==> src/rtl/tlb_flush_machine_if.sv <==
// rtl/tlb_flush_machine_if.sv - TLB entry types and the flush machine request/TLB port bundle
package tlb_flush_pkg;
  typedef struct packed {
    logic [27:0] ppn;
    logic [3:0]  perm;
    logic        v;
  } pte_t;

  typedef struct packed {
    logic [47:0] vpn;
    logic        lock;
    pte_t        pte;
  } tlb_entry_t;
endpackage

interface tlb_flush_machine_if #(parameter int WID = 9);
  import tlb_flush_pkg::*;

  logic             flush_req;
  logic [1:0]       flush_mode;
  logic [47:0]      flush_vpn;
  logic             busy;
  logic             done;
  logic             rd_en;
  logic [WID-1:0]   rd_entry_no;
  tlb_entry_t       rd_entry;
  logic             wr_en;
  logic [WID-1:0]   wr_entry_no;
  tlb_entry_t       wr_entry;
`ifdef TLB_FLUSH_COUNT_EN
  logic [WID:0]     flush_count;

  modport slave  (input  flush_req, flush_mode, flush_vpn, rd_entry,
                  output busy, done, rd_en, rd_entry_no, wr_en, wr_entry_no, wr_entry, flush_count);
  modport master (output flush_req, flush_mode, flush_vpn, rd_entry,
                  input  busy, done, rd_en, rd_entry_no, wr_en, wr_entry_no, wr_entry, flush_count);
`else
  modport slave  (input  flush_req, flush_mode, flush_vpn, rd_entry,
                  output busy, done, rd_en, rd_entry_no, wr_en, wr_entry_no, wr_entry);
  modport master (output flush_req, flush_mode, flush_vpn, rd_entry,
                  input  busy, done, rd_en, rd_entry_no, wr_en, wr_entry_no, wr_entry);
`endif
endinterface

==> src/rtl/tlb_flush_machine.sv <==
// rtl/tlb_flush_machine.sv - sweeps all TLB entries, clearing pte.v on matching ones
// Optional TLB_FLUSH_COUNT_EN adds flush_count (entries invalidated by the last sweep).
module tlb_flush_machine
  import tlb_flush_pkg::*;
#(
  parameter int TLB_ENTRIES = 512,
  parameter int RD_LATENCY  = 1,
  parameter int WID         = $clog2(TLB_ENTRIES)
) (
  input  logic               clk,
  input  logic               rst,
  tlb_flush_machine_if.slave bus
);

  typedef enum logic [1:0] {IDLE, SCAN, DRAIN, DONE} state_t;

  state_t                          state, state_nxt;
  logic [WID:0]                    cnt;
  logic [WID:0]                    cnt_inc;
  logic [1:0]                      mode_q;
  logic [47:0]                     vpn_q;
  logic [1:0]                      drain_cnt;
  logic [RD_LATENCY-1:0]           pipe_v;
  logic [RD_LATENCY-1:0][WID-1:0]  pipe_idx;
  logic                            accept;
  logic                            hit;
  tlb_entry_t                      ret_d;
  tlb_entry_t                      cleared;
`ifdef TLB_FLUSH_COUNT_EN
  logic [WID:0]                    count_q;
`endif

  assign cnt_inc = cnt + 1'b1;
  assign accept  = (state == IDLE) && bus.flush_req;
  assign ret_d   = bus.rd_entry;

  always_ff @(posedge clk) begin
    if (rst) begin
      state     <= IDLE;
      cnt       <= '0;
      mode_q    <= '0;
      vpn_q     <= '0;
      drain_cnt <= '0;
      pipe_v    <= '0;
      pipe_idx  <= '0;
`ifdef TLB_FLUSH_COUNT_EN
      count_q   <= '0;
`endif
    end else begin
      state <= state_nxt;
      if (accept) begin
        cnt    <= '0;
        mode_q <= bus.flush_mode;
        vpn_q  <= bus.flush_vpn;
      end else if (state == SCAN) begin
        cnt <= cnt_inc;
      end
      if (state == SCAN)
        drain_cnt <= '0;
      else if (state == DRAIN)
        drain_cnt <= drain_cnt + 2'd1;
      // Index/valid ride alongside the RAM read so returned data knows its entry
      pipe_v[0]   <= bus.rd_en;
      pipe_idx[0] <= bus.rd_entry_no;
      for (int i = RD_LATENCY - 1; i > 0; i--) begin
        pipe_v[i]   <= pipe_v[i-1];
        pipe_idx[i] <= pipe_idx[i-1];
      end
`ifdef TLB_FLUSH_COUNT_EN
      if (accept)
        count_q <= '0;
      else if (hit)
        count_q <= count_q + 1'b1;
`endif
    end
  end

  always_comb begin
    state_nxt       = state;
    bus.rd_en       = 1'b0;
    bus.rd_entry_no = '0;
    bus.busy        = (state != IDLE);
    bus.done        = (state == DONE);
    case (state)
      IDLE:  if (bus.flush_req) state_nxt = SCAN;
      SCAN: begin
        bus.rd_en       = 1'b1;
        bus.rd_entry_no = cnt[WID-1:0];
        if (cnt_inc[WID]) state_nxt = DRAIN;
      end
      DRAIN: if (drain_cnt == 2'(RD_LATENCY - 1)) state_nxt = DONE;
      DONE:  state_nxt = IDLE;
      default: state_nxt = IDLE;
    endcase
  end

  // Mode 11 is treated as 00: neither the lock override nor the vpn compare applies
  always_comb begin
    hit = pipe_v[RD_LATENCY-1] & ret_d.pte.v
        & ((mode_q == 2'b01) | !ret_d.lock)
        & ((mode_q != 2'b10) | (ret_d.vpn == vpn_q));
    cleared       = ret_d;
    cleared.pte.v = 1'b0;
    bus.wr_en       = hit;
    bus.wr_entry_no = hit ? pipe_idx[RD_LATENCY-1] : '0;
    bus.wr_entry    = hit ? cleared : '0;
  end

`ifdef TLB_FLUSH_COUNT_EN
  assign bus.flush_count = count_q;
`endif

endmodule

==> src/flat_wrapper.sv <==
// flat-port wrapper written by rule: the top's interface ports become plain ports
module tlb_flush_machine_flat import tlb_flush_pkg::*;
#(
  parameter int TLB_ENTRIES = 512,
  parameter int RD_LATENCY  = 1,
  parameter int WID         = $clog2(TLB_ENTRIES)
)
  (clk, rst, bus_flush_req, bus_flush_mode, bus_flush_vpn, bus_rd_entry, bus_busy, bus_done, bus_rd_en, bus_rd_entry_no, bus_wr_en, bus_wr_entry_no, bus_wr_entry);
  tlb_flush_machine_if #(.WID(WID)) bus_i ();
  input  logic clk;
  input  logic rst;
  input wire logic [$bits(bus_i.flush_req)-1:0] bus_flush_req;
  input wire logic [$bits(bus_i.flush_mode)-1:0] bus_flush_mode;
  input wire logic [$bits(bus_i.flush_vpn)-1:0] bus_flush_vpn;
  input wire logic [$bits(bus_i.rd_entry)-1:0] bus_rd_entry;
  output wire logic [$bits(bus_i.busy)-1:0] bus_busy;
  output wire logic [$bits(bus_i.done)-1:0] bus_done;
  output wire logic [$bits(bus_i.rd_en)-1:0] bus_rd_en;
  output wire logic [$bits(bus_i.rd_entry_no)-1:0] bus_rd_entry_no;
  output wire logic [$bits(bus_i.wr_en)-1:0] bus_wr_en;
  output wire logic [$bits(bus_i.wr_entry_no)-1:0] bus_wr_entry_no;
  output wire logic [$bits(bus_i.wr_entry)-1:0] bus_wr_entry;
  assign bus_i.flush_req = bus_flush_req;
  assign bus_i.flush_mode = bus_flush_mode;
  assign bus_i.flush_vpn = bus_flush_vpn;
  assign bus_i.rd_entry = bus_rd_entry;
  assign bus_busy = bus_i.busy;
  assign bus_done = bus_i.done;
  assign bus_rd_en = bus_i.rd_en;
  assign bus_rd_entry_no = bus_i.rd_entry_no;
  assign bus_wr_en = bus_i.wr_en;
  assign bus_wr_entry_no = bus_i.wr_entry_no;
  assign bus_wr_entry = bus_i.wr_entry;
  tlb_flush_machine #(.TLB_ENTRIES(TLB_ENTRIES), .RD_LATENCY(RD_LATENCY), .WID(WID)) u_core (.clk(clk), .rst(rst), .bus(bus_i));
endmodule
==> config.mk <==
export PLATFORM = sky130hd
export DESIGN_NAME = tlb_flush_machine_flat
export DESIGN_NICKNAME = d
export VERILOG_FILES = /design/src/rtl/tlb_flush_machine_if.sv /design/src/rtl/tlb_flush_machine.sv /design/src/flat_wrapper.sv
export SDC_FILE = /design/constraint.sdc
export NUM_CORES = 1
export LEC_CHECK = 0
export CORE_MARGIN = 5
export CORE_UTILIZATION = 32
export DETAILED_ROUTE_END_ITERATION = 10
export MAX_ROUTING_LAYER = met4
export PLACE_DENSITY = 0.73
export REMOVE_ABC_BUFFERS = 1
export SLEW_MARGIN = 30
export SYNTH_ARGS = -nofsm -noshare
export SYNTH_HDL_FRONTEND = slang
export SYNTH_SLANG_ARGS = --single-unit
==> constraint.sdc <==
create_clock -name clk -period 1.6 [get_ports clk]
set_input_delay 0.16 -clock clk [delete_from_list [all_inputs] [get_ports clk]]
set_output_delay 0.16 -clock clk [all_outputs]
set_load 0.01 [all_outputs]
Word level (Yosys, flattened, before mapping)
Index checks and enable logic that the tools add are counted.
{"block": "word_totals", "reg_bits": 74, "input_bits": 135, "output_inout_bits": 104, "wordCells": 39}
{"block": "classes", "add_sub_neg": 2, "n_eq_ne": 9, "mux": 8, "bitwise_logic": 5, "n_reduce_logical": 8}
{"cell": "two-way mux 82 bit", "count": 1}
{"cell": "equality test 48 bit", "count": 1}
{"cell": "two-way mux 9 bit", "count": 2}
{"cell": "adder 10 x 1 -> 10 bit, second input constant", "count": 1}
{"cell": "one-hot mux 2 bit (4 select lines)", "count": 1}
{"cell": "two-way mux 2 bit", "count": 3}
{"cell": "inequality test 2 bit, second input constant", "count": 3}
{"cell": "equality test 2 x 1 -> 1 bit, second input constant", "count": 2}
{"cell": "equality test 2 bit, second input constant", "count": 2}
{"cell": "logical NOT 2 bit", "count": 2}
{"cell": "OR reduction 2 bit", "count": 2}
{"cell": "AND 1 bit", "count": 3}
{"cell": "AND reduction 3 bit", "count": 1}
{"cell": "adder 2 x 1 -> 2 bit, second input constant", "count": 1}
{"cell": "inequality test 2 x 1 -> 1 bit, second input constant", "count": 1}
{"cell": "bitwise OR 1 bit", "count": 2}
{"cell": "nonzero test 2 bit", "count": 1}
{"cell": "logical AND 1 bit", "count": 1}
{"cell": "logical NOT 1 bit", "count": 1}
{"cell": "two-way mux 1 bit", "count": 1}

Logic depth before layout (Yosys ltp)
{"block": "logic_depth", "word_depth": 5, "ltp_mapped": 7, "mapped_depth_nobuf": 7}

Worst setup path after synthesis
No wires, ideal clock.
{"block": "synth_timing", "path_kind": "reg2out", "startpoint": "reg u_core.vpn_q[7]", "endpoint": "out bus_wr_entry[80]", "arrival_time_ns": 1.634, "required_ns": 1.440, "path_slack_ns": -0.194, "path_stages_with_launch": 7, "n_path_buf": 1, "cell_sequence": "dfxtp_1 > xnor2_1 > nand4_1 > nor4_1 > nand4_1 > clkbuf_1 > a21boi_0"}
{"block": "synth_via", "elab_chain_len": 4}
{"item": "from (decl)", "line_no": "tlb_flush_machine.sv:21", "source": "logic [47:0] vpn_q;"}
{"item": "from (signal assigned)", "line_no": "tlb_flush_machine.sv:54", "source": "vpn_q <= bus.flush_vpn;"}
{"item": "equality test 48 bit", "line_no": "tlb_flush_machine.sv:101", "source": "& ((mode_q != 2'b10) | (ret_d.vpn == vpn_q));"}
{"item": "bitwise OR 1 bit", "line_no": "tlb_flush_machine.sv:101"}
{"item": "AND 1 bit", "line_no": "tlb_flush_machine.sv:101"}
{"item": "two-way mux 82 bit", "line_no": "tlb_flush_machine.sv:106", "source": "bus.wr_entry = hit ? cleared : '0;"}
{"item": "to (decl)", "line_no": "flat_wrapper.sv:22", "source": "output wire logic [$bits(bus_i.wr_entry)-1:0] bus_wr_entry;"}
No other way between the ends.

Final worst setup path
{"block": "layout_timing", "startpoint": "in bus_rd_entry[67]", "endpoint": "out bus_wr_entry[9]"}
{"block": "layout_via", "elab_chain_len": 4}
{"item": "from (decl)", "line_no": "flat_wrapper.sv:15", "source": "input wire logic [$bits(bus_i.rd_entry)-1:0] bus_rd_entry;"}
{"item": "equality test 48 bit", "line_no": "tlb_flush_machine.sv:101"}
{"item": "bitwise OR 1 bit", "line_no": "tlb_flush_machine.sv:101"}
{"item": "AND 1 bit", "line_no": "tlb_flush_machine.sv:101"}
{"item": "two-way mux 82 bit", "line_no": "tlb_flush_machine.sv:106"}
No other way between the ends.

==> metrics.md <==
| Metric | Value |
|---|---|
| Number of antenna violations at the first check in global routing | 0 |
| Tightest Hold Check Type | in -> reg |
| Number of instances in the placed design | between 900 and 1000 |
| Max H-tree Level | 3 |
| Worst clock skew | 0.00671 ns |
| Mean instance size in the synthesized netlist | about 8 um2 |
| Number of vias per cell after detailed routing | roughly 4.9 |
| Horizontal die dimension | 123 um |
| Cells taking the most area after synthesis | sky130_fd_sc_hd__dfxtp_1 36%, sky130_fd_sc_hd__a21boi_0 14%, sky130_fd_sc_hd__xnor2_1 11%, sky130_fd_sc_hd__nand2_1 10%, sky130_fd_sc_hd__a21oi_1 6.5% |
| Wire length per cell after detailed routing | about 18 um |
| Share of layout cells above drive strength 1 | between 30% and 40% |
| Most common cell after layout, fill and taps aside | sky130_fd_sc_hd__clkdlybuf4s50_1 |
| Largest net degree at the start of global routing | 60 |
| Total power per unit cell area | between 900 and 1000 nW/um2 |
| Fin nets | ~920 |
| Std-Cell Core Area | between 10000 and 15000 um2 |
| Simple-gate area share of the yosys netlist | between 10% and 20% |
| Category of the worst setup path capture point | output pin |
| Utilization of the core after routing | 58.9% |
| Arrival time reported for the critical path endpoint | roughly 2.3 ns |
| Final Wtd Congestion | a little under 0.9 |
| Number of synthesized register bits | 74 |
| Share of the yosys chip area belonging to registers | 36.4% |
| CTS tree | yes |
| Synthesized-area fraction occupied by xor and xnor cells | between 10% and 20% |
| Ordered cell list for the critical path | clkdlybuf4s50_1 -> xnor2_2 -> nand4_1 -> nor4_2 -> buf_4 -> nand4_1 -> buf_6 -> buf_12 -> a21boi_4 -> buf_6 |
| Yosys warning total | 0 |
| First-pass detailed-route iteration total | 4 |
| Total standard cell area after synthesis | 4070 um2 |
| DP Wirelength | about 11000 um |
| Global-route usage over all layers | 20.8% |
| Endpoint required time on the critical path | roughly 1.4 ns |
| Worst IR Drop VDD | around 540 uV |
| Finished Layout Cells | 950 |
| Vias in the first global route | approximately 4700 |
| Final Max Tran Viols | 0 |
| Die area | 15100 um2 |
| Post-Synth Adder-Cell Area | roughly 2.2% |
| Combinational family with the most area after synthesis | compound AO/OA/AOI/OAI gates |
| Shortest period the worst path allows | 2.47 ns |
| RSZ-0062 raised after global routing | true |
| Antenna fix cells | 0 |
| Count of vias placed by the detailed router | approximately 4600 |
| Num rows | 41 |
| Buffer levels on the longest clock path | 2 |
| Worst setup path category | in -> out |
| Yosys cell types | 34 |
| Area growth from synthesis to layout | 81.8% |
| Leading cell types in the layout, fill and taps excluded | 128 x sky130_fd_sc_hd__clkdlybuf4s50_1, 108 x sky130_fd_sc_hd__nand2_1, 87 x sky130_fd_sc_hd__buf_2 |
| CTS Root Cell | sky130_fd_sc_hd__clkbuf_16 |
| Final setup violation count | 91 |
| Post-Syn Instances | 508 |
| Wire length of the first global-routing pass | ~24000 um |
| Period utilization | 155% |
| Area post-placement | approximately 6900 um2 |
| DRC marker count from the first detailed-route iteration | between 150 and 200 |
| Slowest-stage cell, CP | sky130_fd_sc_hd__clkdlybuf4s50_1 |
| Number of nets with antenna violations after routing | 0 |
| Clock-pin slew on the worst setup and hold paths | approximately 0.060 ns |
| Starting Density | ~32% |
| Total DRC errors in the routed layout | 0 |
| Run status | complete, but fails checks |
| Final Hold Viols | 0 |
| Number of input and output port buffers inserted | between 200 and 250 |
| Die Ht | ~120 um |
| Mux share of post-synthesis cell area | 0.738% |
| Fin Setup TNS | -73.70 ns |
| Violations in the final reports | setup timing |
| Area leader, netlist | sky130_fd_sc_hd__dfxtp_1 |
| Clock network latency to the later pin of the worst-skew pair | approximately 0.33 ns |
| Final setup margin | -0.874 ns |
| Complex-gate fraction of the synthesized area | approximately a quarter |
| Post-route cell area | approximately 7400 um2 |
| Worst-path fanout max | 13 |
| Area share of the leading cell type in the synthesized netlist | between 30% and 40% |
| Crit path largest cell delay | between 0.5 and 0.6 ns |
| Max Clk Rate | a little over 400 MHz |
| Element type at the critical path start | input port |
| Max-cap violation count | 0 |
| Final wirelength | 16700 um |
| Total clock buffers created by CTS | 9 |
| Sink Count | between 70 and 80 |
| I/O pin count | around 240 |
| Global-route congestion overflow total | 0 |
| Pleak | around 0.0031 uW |
==> power by group <==
part / internal [uW] / switching, uW / total [uW]
logic: 1310 / 1200 / 2510
clock network: 1260 / 814 / 2070
registers: 2160 / 206 / 2360
==> cell type report <==
cell class	count	area, um2
Clock buffer	11	243
Clock inverter	5	62.6
Fill cell	1134	5170
Inverter	8	30.0
Multi-Input combinational cell	386	2770
Sequential cell	74	1500
Tap cell	172	215
Timing Repair Buffer	294	2570
==> flip-flops by register name (all words and copies together) (netlist names) <==
register and flops:
u_core.drain_cnt 2, u_core.vpn_q 48, u_core.mode_q 2, u_core.pipe_idx 9, u_core.cnt 10, u_core.state 2, u_core.pipe_v 1
==> critical path: cells and delay by family <==
family | cells | cell delay, ns
AO/OA/AOI/OAI | 1 | 0.20
buffers and inverters | 5 | 1.21
XOR/XNOR | 1 | 0.14
AND/OR/NAND/NOR | 3 | 0.60
==> cell usage after synthesis <==
| cell | count |
|---|---|
| sky130_fd_sc_hd__and2_2 | 2 |
| sky130_fd_sc_hd__a21boi_0 | 75 |
| sky130_fd_sc_hd__or4_4 | 1 |
| sky130_fd_sc_hd__a31oi_4 | 1 |
| sky130_fd_sc_hd__buf_6 | 2 |
| sky130_fd_sc_hd__nor4_1 | 3 |
| sky130_fd_sc_hd__buf_4 | 1 |
| sky130_fd_sc_hd__conb_1 | 1 |
| sky130_fd_sc_hd__o22ai_1 | 1 |
| sky130_fd_sc_hd__o31ai_1 | 1 |
| sky130_fd_sc_hd__xnor2_1 | 51 |
| sky130_fd_sc_hd__dfxtp_1 | 74 |
| sky130_fd_sc_hd__a21oi_1 | 53 |
| sky130_fd_sc_hd__o21ai_1 | 1 |
| sky130_fd_sc_hd__nand4_4 | 1 |
| sky130_fd_sc_hd__nor2b_1 | 1 |
| sky130_fd_sc_hd__a211oi_2 | 1 |
| sky130_fd_sc_hd__mux2i_1 | 3 |
| sky130_fd_sc_hd__nand2_1 | 109 |
| sky130_fd_sc_hd__o21ai_0 | 2 |
| sky130_fd_sc_hd__nand4_1 | 15 |
| sky130_fd_sc_hd__and2_1 | 17 |
| sky130_fd_sc_hd__buf_1 | 3 |
| sky130_fd_sc_hd__a21boi_1 | 14 |
| sky130_fd_sc_hd__nand3_1 | 1 |
| sky130_fd_sc_hd__nor2_1 | 11 |
| sky130_fd_sc_hd__clkbuf_1 | 34 |
| sky130_fd_sc_hd__xor2_1 | 5 |
| sky130_fd_sc_hd__nand2b_1 | 1 |
| sky130_fd_sc_hd__or3_2 | 2 |
| sky130_fd_sc_hd__and3_1 | 1 |
| sky130_fd_sc_hd__nor3_1 | 5 |
| sky130_fd_sc_hd__ha_1 | 7 |
| sky130_fd_sc_hd__inv_1 | 8 |
==> metrics by stage <==
step                      worst slack (ns)  hold WS, ns  power, uW
after floorplan                      -1.82        0.225       3460
after global placement               -1.62        0.447       4620
after detailed placement             -1.61        0.455       4700
after CTS                           -0.795        0.184       6830
after global routing                -0.938        0.222       7330
final                               -0.874        0.200       6950
==> kinds of logic after synthesis <==
family | count (synthesis)
buf+inv | 48
simple gates | 170
flops | 74
fa+ha+maj | 7
mux | 3
xor+xnor | 56
other cells | 1
compound gates | 149
==> per-layer routing <==
metal  wire [um]  GRT usage [%]  vias up
li1            -              -     2234
met1        6620           23.3     2189
met2        8430           36.8      176
met3        1080           3.64       40
met4         559           8.19        0
met5           0              -        -
==> path summary, 6_finish.rpt <==
kind / from / to / slack (ns) / depth (start not counted)
worst min-delay path: rst / u_core.vpn_q[37] / 0.20 / 2
worst max-delay path: bus_rd_entry[67] / bus_wr_entry[9] / -0.87 / 10
worst max register to register: u_core.cnt[5] / u_core.state[1] / -0.02 / 5
worst min register to register: u_core.mode_q[1] / u_core.mode_q[1] / 0.46 / 2
==> what timing repair did <==
item | CTS | global route
buffers inserted | 6 | 0
resized for setup | 534 | 64
pin swaps | 17 | 29
cloned | 3 | 4
hold buffers | 0 | 0
endpoints found under the setup margin | 119 | 139
No activity file was read; power rests on OpenSTA's default activity.
